[config.mk]
export PLATFORM = sky130hd
export DESIGN_NAME = uart_frame_parser
export DESIGN_NICKNAME = d
export VERILOG_FILES = /design/src/rtl/uart_frame_parser.sv
export SDC_FILE = /design/constraint.sdc
export NUM_CORES = 1
export LEC_CHECK = 0
export CORE_UTILIZATION = 35
export CTS_BUF_LIST = sky130_fd_sc_hd__clkbuf_4
export DETAILED_ROUTE_END_ITERATION = 12
export GPL_TIMING_DRIVEN = 0
export PLACE_DENSITY = 0.67
export SLEW_MARGIN = 10
export SYNTH_ARGS = -nofsm -noshare
export SYNTH_HDL_FRONTEND = slang
export SYNTH_SLANG_ARGS = --single-unit
[constraint.sdc]
create_clock -name i_clk -period 2.8 [get_ports i_clk]
set_clock_uncertainty 0.15 [all_clocks]
set_input_delay 0.7 -clock i_clk [delete_from_list [all_inputs] [get_ports i_clk]]
set_output_delay 0.7 -clock i_clk [all_outputs]
set_load 0.02 [all_outputs]
[src/rtl/uart_frame_parser.sv]
// Command-frame parser for the UART RX byte stream: 55 AA | CMD | LEN | PAYLOAD | SUM.
// Optional inter-byte timeout is built when UART_FRAME_TIMEOUT_EN is defined.
module uart_frame_parser #(
  parameter logic [7:0] P_HEAD0         = 8'h55,
  parameter logic [7:0] P_HEAD1         = 8'hAA,
  parameter int         P_MAX_LEN       = 16,
  parameter int         P_TIMEOUT_CYCLE = 200
) (
  input  logic       i_clk,
  input  logic       i_rst_n,
  input  logic [7:0] i_rx_data,
  input  logic       i_rx_data_vaild,
  output logic [7:0] o_frame_cmd,
  output logic [7:0] o_frame_len,
  output logic [7:0] o_frame_data,
  output logic       o_frame_data_vaild,
  output logic       o_frame_data_last,
  output logic       o_frame_done,
  output logic       o_frame_err,
  output logic [1:0] o_frame_err_code,
  output logic       o_busy,
  output logic [2:0] o_dbg_state
);

  // Input is a strobe-only stream: a byte is consumed on every cycle
  // i_rx_data_vaild is high; there is no ready, so the parser never stalls.
  typedef enum logic [2:0] {
    S_IDLE  = 3'd0,
    S_HEAD1 = 3'd1,
    S_CMD   = 3'd2,
    S_LEN   = 3'd3,
    S_DATA  = 3'd4,
    S_CHK   = 3'd5
  } state_t;

  localparam logic [7:0] MAX_LEN_B = 8'(P_MAX_LEN);

  state_t     state;
  logic [7:0] sum;
  logic [7:0] cnt;

`ifdef UART_FRAME_TIMEOUT_EN
  localparam int GAP_W = $clog2(P_TIMEOUT_CYCLE + 1);
  logic [GAP_W-1:0] gap;
`endif

  assign o_busy      = (state != S_IDLE);
  assign o_dbg_state = state;

  always_ff @(posedge i_clk) begin
    if (!i_rst_n) begin
      state              <= S_IDLE;
      sum                <= 8'd0;
      cnt                <= 8'd0;
      o_frame_cmd        <= 8'd0;
      o_frame_len        <= 8'd0;
      o_frame_data       <= 8'd0;
      o_frame_data_vaild <= 1'b0;
      o_frame_data_last  <= 1'b0;
      o_frame_done       <= 1'b0;
      o_frame_err        <= 1'b0;
      o_frame_err_code   <= 2'd0;
`ifdef UART_FRAME_TIMEOUT_EN
      gap                <= '0;
`endif
    end else begin
      o_frame_data_vaild <= 1'b0;
      o_frame_data_last  <= 1'b0;
      o_frame_done       <= 1'b0;
      o_frame_err        <= 1'b0;
      if (i_rx_data_vaild) begin
`ifdef UART_FRAME_TIMEOUT_EN
        gap <= '0;
`endif
        case (state)
          S_IDLE: begin
            if (i_rx_data == P_HEAD0) state <= S_HEAD1;
          end
          S_HEAD1: begin
            // A repeated first header byte keeps us aligned on the newest 0x55.
            if (i_rx_data == P_HEAD1)      state <= S_CMD;
            else if (i_rx_data != P_HEAD0) state <= S_IDLE;
          end
          S_CMD: begin
            o_frame_cmd <= i_rx_data;
            sum         <= i_rx_data;
            state       <= S_LEN;
          end
          S_LEN: begin
            o_frame_len <= i_rx_data;
            sum         <= sum + i_rx_data;
            cnt         <= 8'd0;
            if (i_rx_data == 8'd0) begin
              state <= S_CHK;
            end else if (i_rx_data > MAX_LEN_B) begin
              o_frame_err      <= 1'b1;
              o_frame_err_code <= 2'd2;
              state            <= S_IDLE;
            end else begin
              state <= S_DATA;
            end
          end
          S_DATA: begin
            o_frame_data       <= i_rx_data;
            o_frame_data_vaild <= 1'b1;
            sum                <= sum + i_rx_data;
            cnt                <= cnt + 8'd1;
            if (cnt == o_frame_len - 8'd1) begin
              o_frame_data_last <= 1'b1;
              state             <= S_CHK;
            end
          end
          S_CHK: begin
            if (i_rx_data == sum) begin
              o_frame_done <= 1'b1;
            end else begin
              o_frame_err      <= 1'b1;
              o_frame_err_code <= 2'd1;
            end
            state <= S_IDLE;
          end
          default: state <= S_IDLE;
        endcase
      end
`ifdef UART_FRAME_TIMEOUT_EN
      // An arriving byte takes priority over an expiring gap counter.
      else if (state != S_IDLE) begin
        if (gap == GAP_W'(P_TIMEOUT_CYCLE - 1)) begin
          o_frame_err      <= 1'b1;
          o_frame_err_code <= 2'd3;
          state            <= S_IDLE;
          gap              <= '0;
        end else begin
          gap <= gap + 1'b1;
        end
      end
`endif
    end
  end

endmodule

==> metrics.md <==
| Metric | Value |
|---|---|
| Status | `finished clean` |
| Final hold slack | `approximately 0.32 ns` |
| Final slew viol count | `0` |
| Design area | `~3200 um2` |
| Die X | `just under 90 um` |
| Commonest non-fill, non-tap cell in the layout | `nand2_1` |
| Lkg Pwr | `1.13 nW` |
| Later-pin clock latency in the skew report | `about 0.37 ns` |
| P&R area growth vs syn | `24.9%` |
| Syn Nets | `344` |
| Clk buf depth | `2` |
| Initial DRC Count | `~150` |
| CP max FO | `8` |
| H-tree depth | `2` |
| Max-cap violations | `0` |
| Register Area | `981 um2` |
| Core area | `6910 um2` |
| Mean Syn Cell Area | `just under 8 um2` |
| DP Area | `around 3100 um2` |
| Final hold viol count | `0` |
| First-pass GRT wire length | `between 10,000 and 15,000 um` |
| Final WL | `between 6000 and 7000 um` |
| Fillers | `about 720` |
| Syn. warnings | `0` |
| ANT cells | `0` |
| Routed vias/inst | `5.21` |
| Clock transition at path regs | `0.15 ns` |
| Rows | `30` |
| Worst setup SP type | `flop` |
| Power Total | `between 1 and 1.5 mW` |
| Final GP Congestion | `0.900` |
| Post-layout min period | `about 2.7 ns` |
| Via Count | `2,442` |
| GRT Overall Usage | `between 10% and 20%` |
| Yosys cell types | `48` |
| Pre-antenna DRT Iters | `4` |
| CTS tree | `built` |
| Final period util | `96.3%` |
| Global route overflow | `0` |
| RSZ-0062 raised after global routing | `no` |
| Max_slew headroom | `59.2%` |
| IO buf count | `42` |
| Antenna Nets Post-Route | `0` |
| Total CTS buffers | `5` |
| Die height | `~87 um` |
| Most frequent cells in the layout | `nand2_1 (64), dfxtp_1 (49), a21oi_1 (42), clkdlybuf4s50_1 (38), nor2_1 (30)` |
| Final non-filler cell total | `between 400 and 500` |
| Synth Register Bits | `49` |
| Maximum VDD drop | `0.278 mV` |
| Number of synthesized flops with an enable pin | `0` |
| Synth Flop Type | `dfxtp_1` |
| Final setup violation count | `0` |
| Area of the multi-input gates | `1460 um2` |
| Final HPWL DP | `a little under 5000 um` |
| CTS Sinks | `slightly below 50` |
| Avg WL per Cell | `approximately 14 um` |
| Nets | `between 300 and 400` |
| CP Capture Type | `output pin` |
| Layout cells sized above 1 | `6.17%` |
| Critical Path RT | `approximately 2.0 ns` |
| Root Driver | `clkbuf_4` |
| Post-Synthesis Cells | `between 300 and 400` |
| Highest clock rate | `0.371 GHz` |
| Initial antenna violation count | `0` |
| Crit Path Class | `flop to output pin` |
| Hold crit path type | `flop to flop` |
| Vias in the first global route | `around 2,200` |
| Mapped cell area | `2540 um2` |
| Largest net degree at the start of global routing | `16` |
| Setup TNS | `0 ns` |
| Worst EP arrival | `between 1.5 and 2 ns` |
| Post-synthesis sequential area ratio | `38.6%` |
| Pwr dens | `around 380 nW/um2` |
| Slew @ Worst Pin | `around 0.6 ns` |
| Initial Util | `a little under two fifths` |
| Placed Cells | `461` |
| Die area | `between 7000 and 8000 um2` |
| I/O pin cnt | `45` |
| DRC Markers | `0` |
| Asr flop ratio synth | `0%` |
-- worst paths after layout --
| path | start | end | slack [ns] | cells after the start |
|---|---|---|---|---|
| setup reg to reg | sum[0]$_SDFFE_PN0P_ | sum[6]$_SDFFE_PN0P_ | 0.75 | 8 |
| hold / removal | o_frame_data[3]$_SDFFE_PN0P_ | o_frame_data[3]$_SDFFE_PN0P_ | 0.32 | 2 |
| setup / recovery | o_dbg_state[0]$_SDFFE_PN0P_ | o_busy | 0.10 | 3 |
| hold reg to reg | o_frame_data[3]$_SDFFE_PN0P_ | o_frame_data[3]$_SDFFE_PN0P_ | 0.32 | 2 |
-- registers in the layout, indices dropped and copies added, names as in the netlist --
name,flops
cnt,8
o_dbg_state,3
o_frame_cmd,8
o_frame_data,8
o_frame_data_last,1
o_frame_data_vaild,1
o_frame_done,1
o_frame_err,1
o_frame_err_code,2
o_frame_len,8
sum,8
-- cell type report --
cell class,count,share of cell area [%]
multi-input combinational,249,45.9
sequential,49,30.9
timing repair buffer,42,13.6
tap,96,3.79
buffer,13,1.85
inverter,12,1.42
clock inverter,3,1.30
clock buffer,5,1.18
-- cell usage after synthesis, types with 2 or more instances --
master     n  area (um2)
a22oi_1    3        22.5
buf_4      2        15.0
buf_2      2        10.0
and3_1     3        18.8
dfxtp_1   49         981
nor2_1    30         113
ha_1       9         113
nand2_2    2        12.5
nor3_2     2        20.0
clkbuf_1   9        33.8
nor3_1     5        25.0
inv_1     12        45.0
a21oi_1   42         210
o21ai_0   14        70.1
a211oi_1   3        22.5
mux2i_1    3        30.0
nand2_1   64         240
nand3_1   14        70.1
o21a_1     2        15.0
a31oi_1    2        12.5
xor2_1     7        61.3
xnor2_1   12         105
nand4_1    4        25.0
nor4_1     4        25.0
-- worst max-delay path, cell delays in order, from the launching register on --
cell             delay, ns
dfxtp_1               0.58
inv_1                 0.16
nand3_1               0.12
clkdlybuf4s50_1       0.60
-- layer usage --
metal	part of all wire, %	track usage (%)
met1	46	23.1
met2	48	29.6
met3	4.7	3.89
met4	1.5	6.11
met5	0	0
-- kinds of logic after synthesis --
logic type               Yosys count  synth area share (%)
AO/OA/AOI/OAI                     76                  17.3
XOR/XNOR                          19                  6.55
adder cells (fa/ha/maj)           10                  5.22
buffers and inverters             25                  4.09
flip-flops                        49                  38.6
multiplexers                       5                  2.07
AND/OR/NAND/NOR                  139                  26.1
-- report_power, final --
group	switching, mW	internal [mW]
clock	0.238	0.185
combinational	0.0476	0.0236
sequential	0.0000684	0.697
total	0.286	0.906
-- per-stage QoR --
stage          util, %  setup WS [ns]
6_report          45.9          0.105
5_1_grt           45.9         0.0186
4_1_cts           45.7         0.0578
3_5_place_dp      44.6         -0.344
3_3_place_gp      44.6         -0.373
2_1_floorplan        -          0.562
-- repair_timing --
action,in CTS,in global routing
setup buffers,0,0
resized for setup,0,5
endpoints found under the setup margin,0,4
hold buffers,0,0
Note: power is estimated with default switching activity, not from simulation.
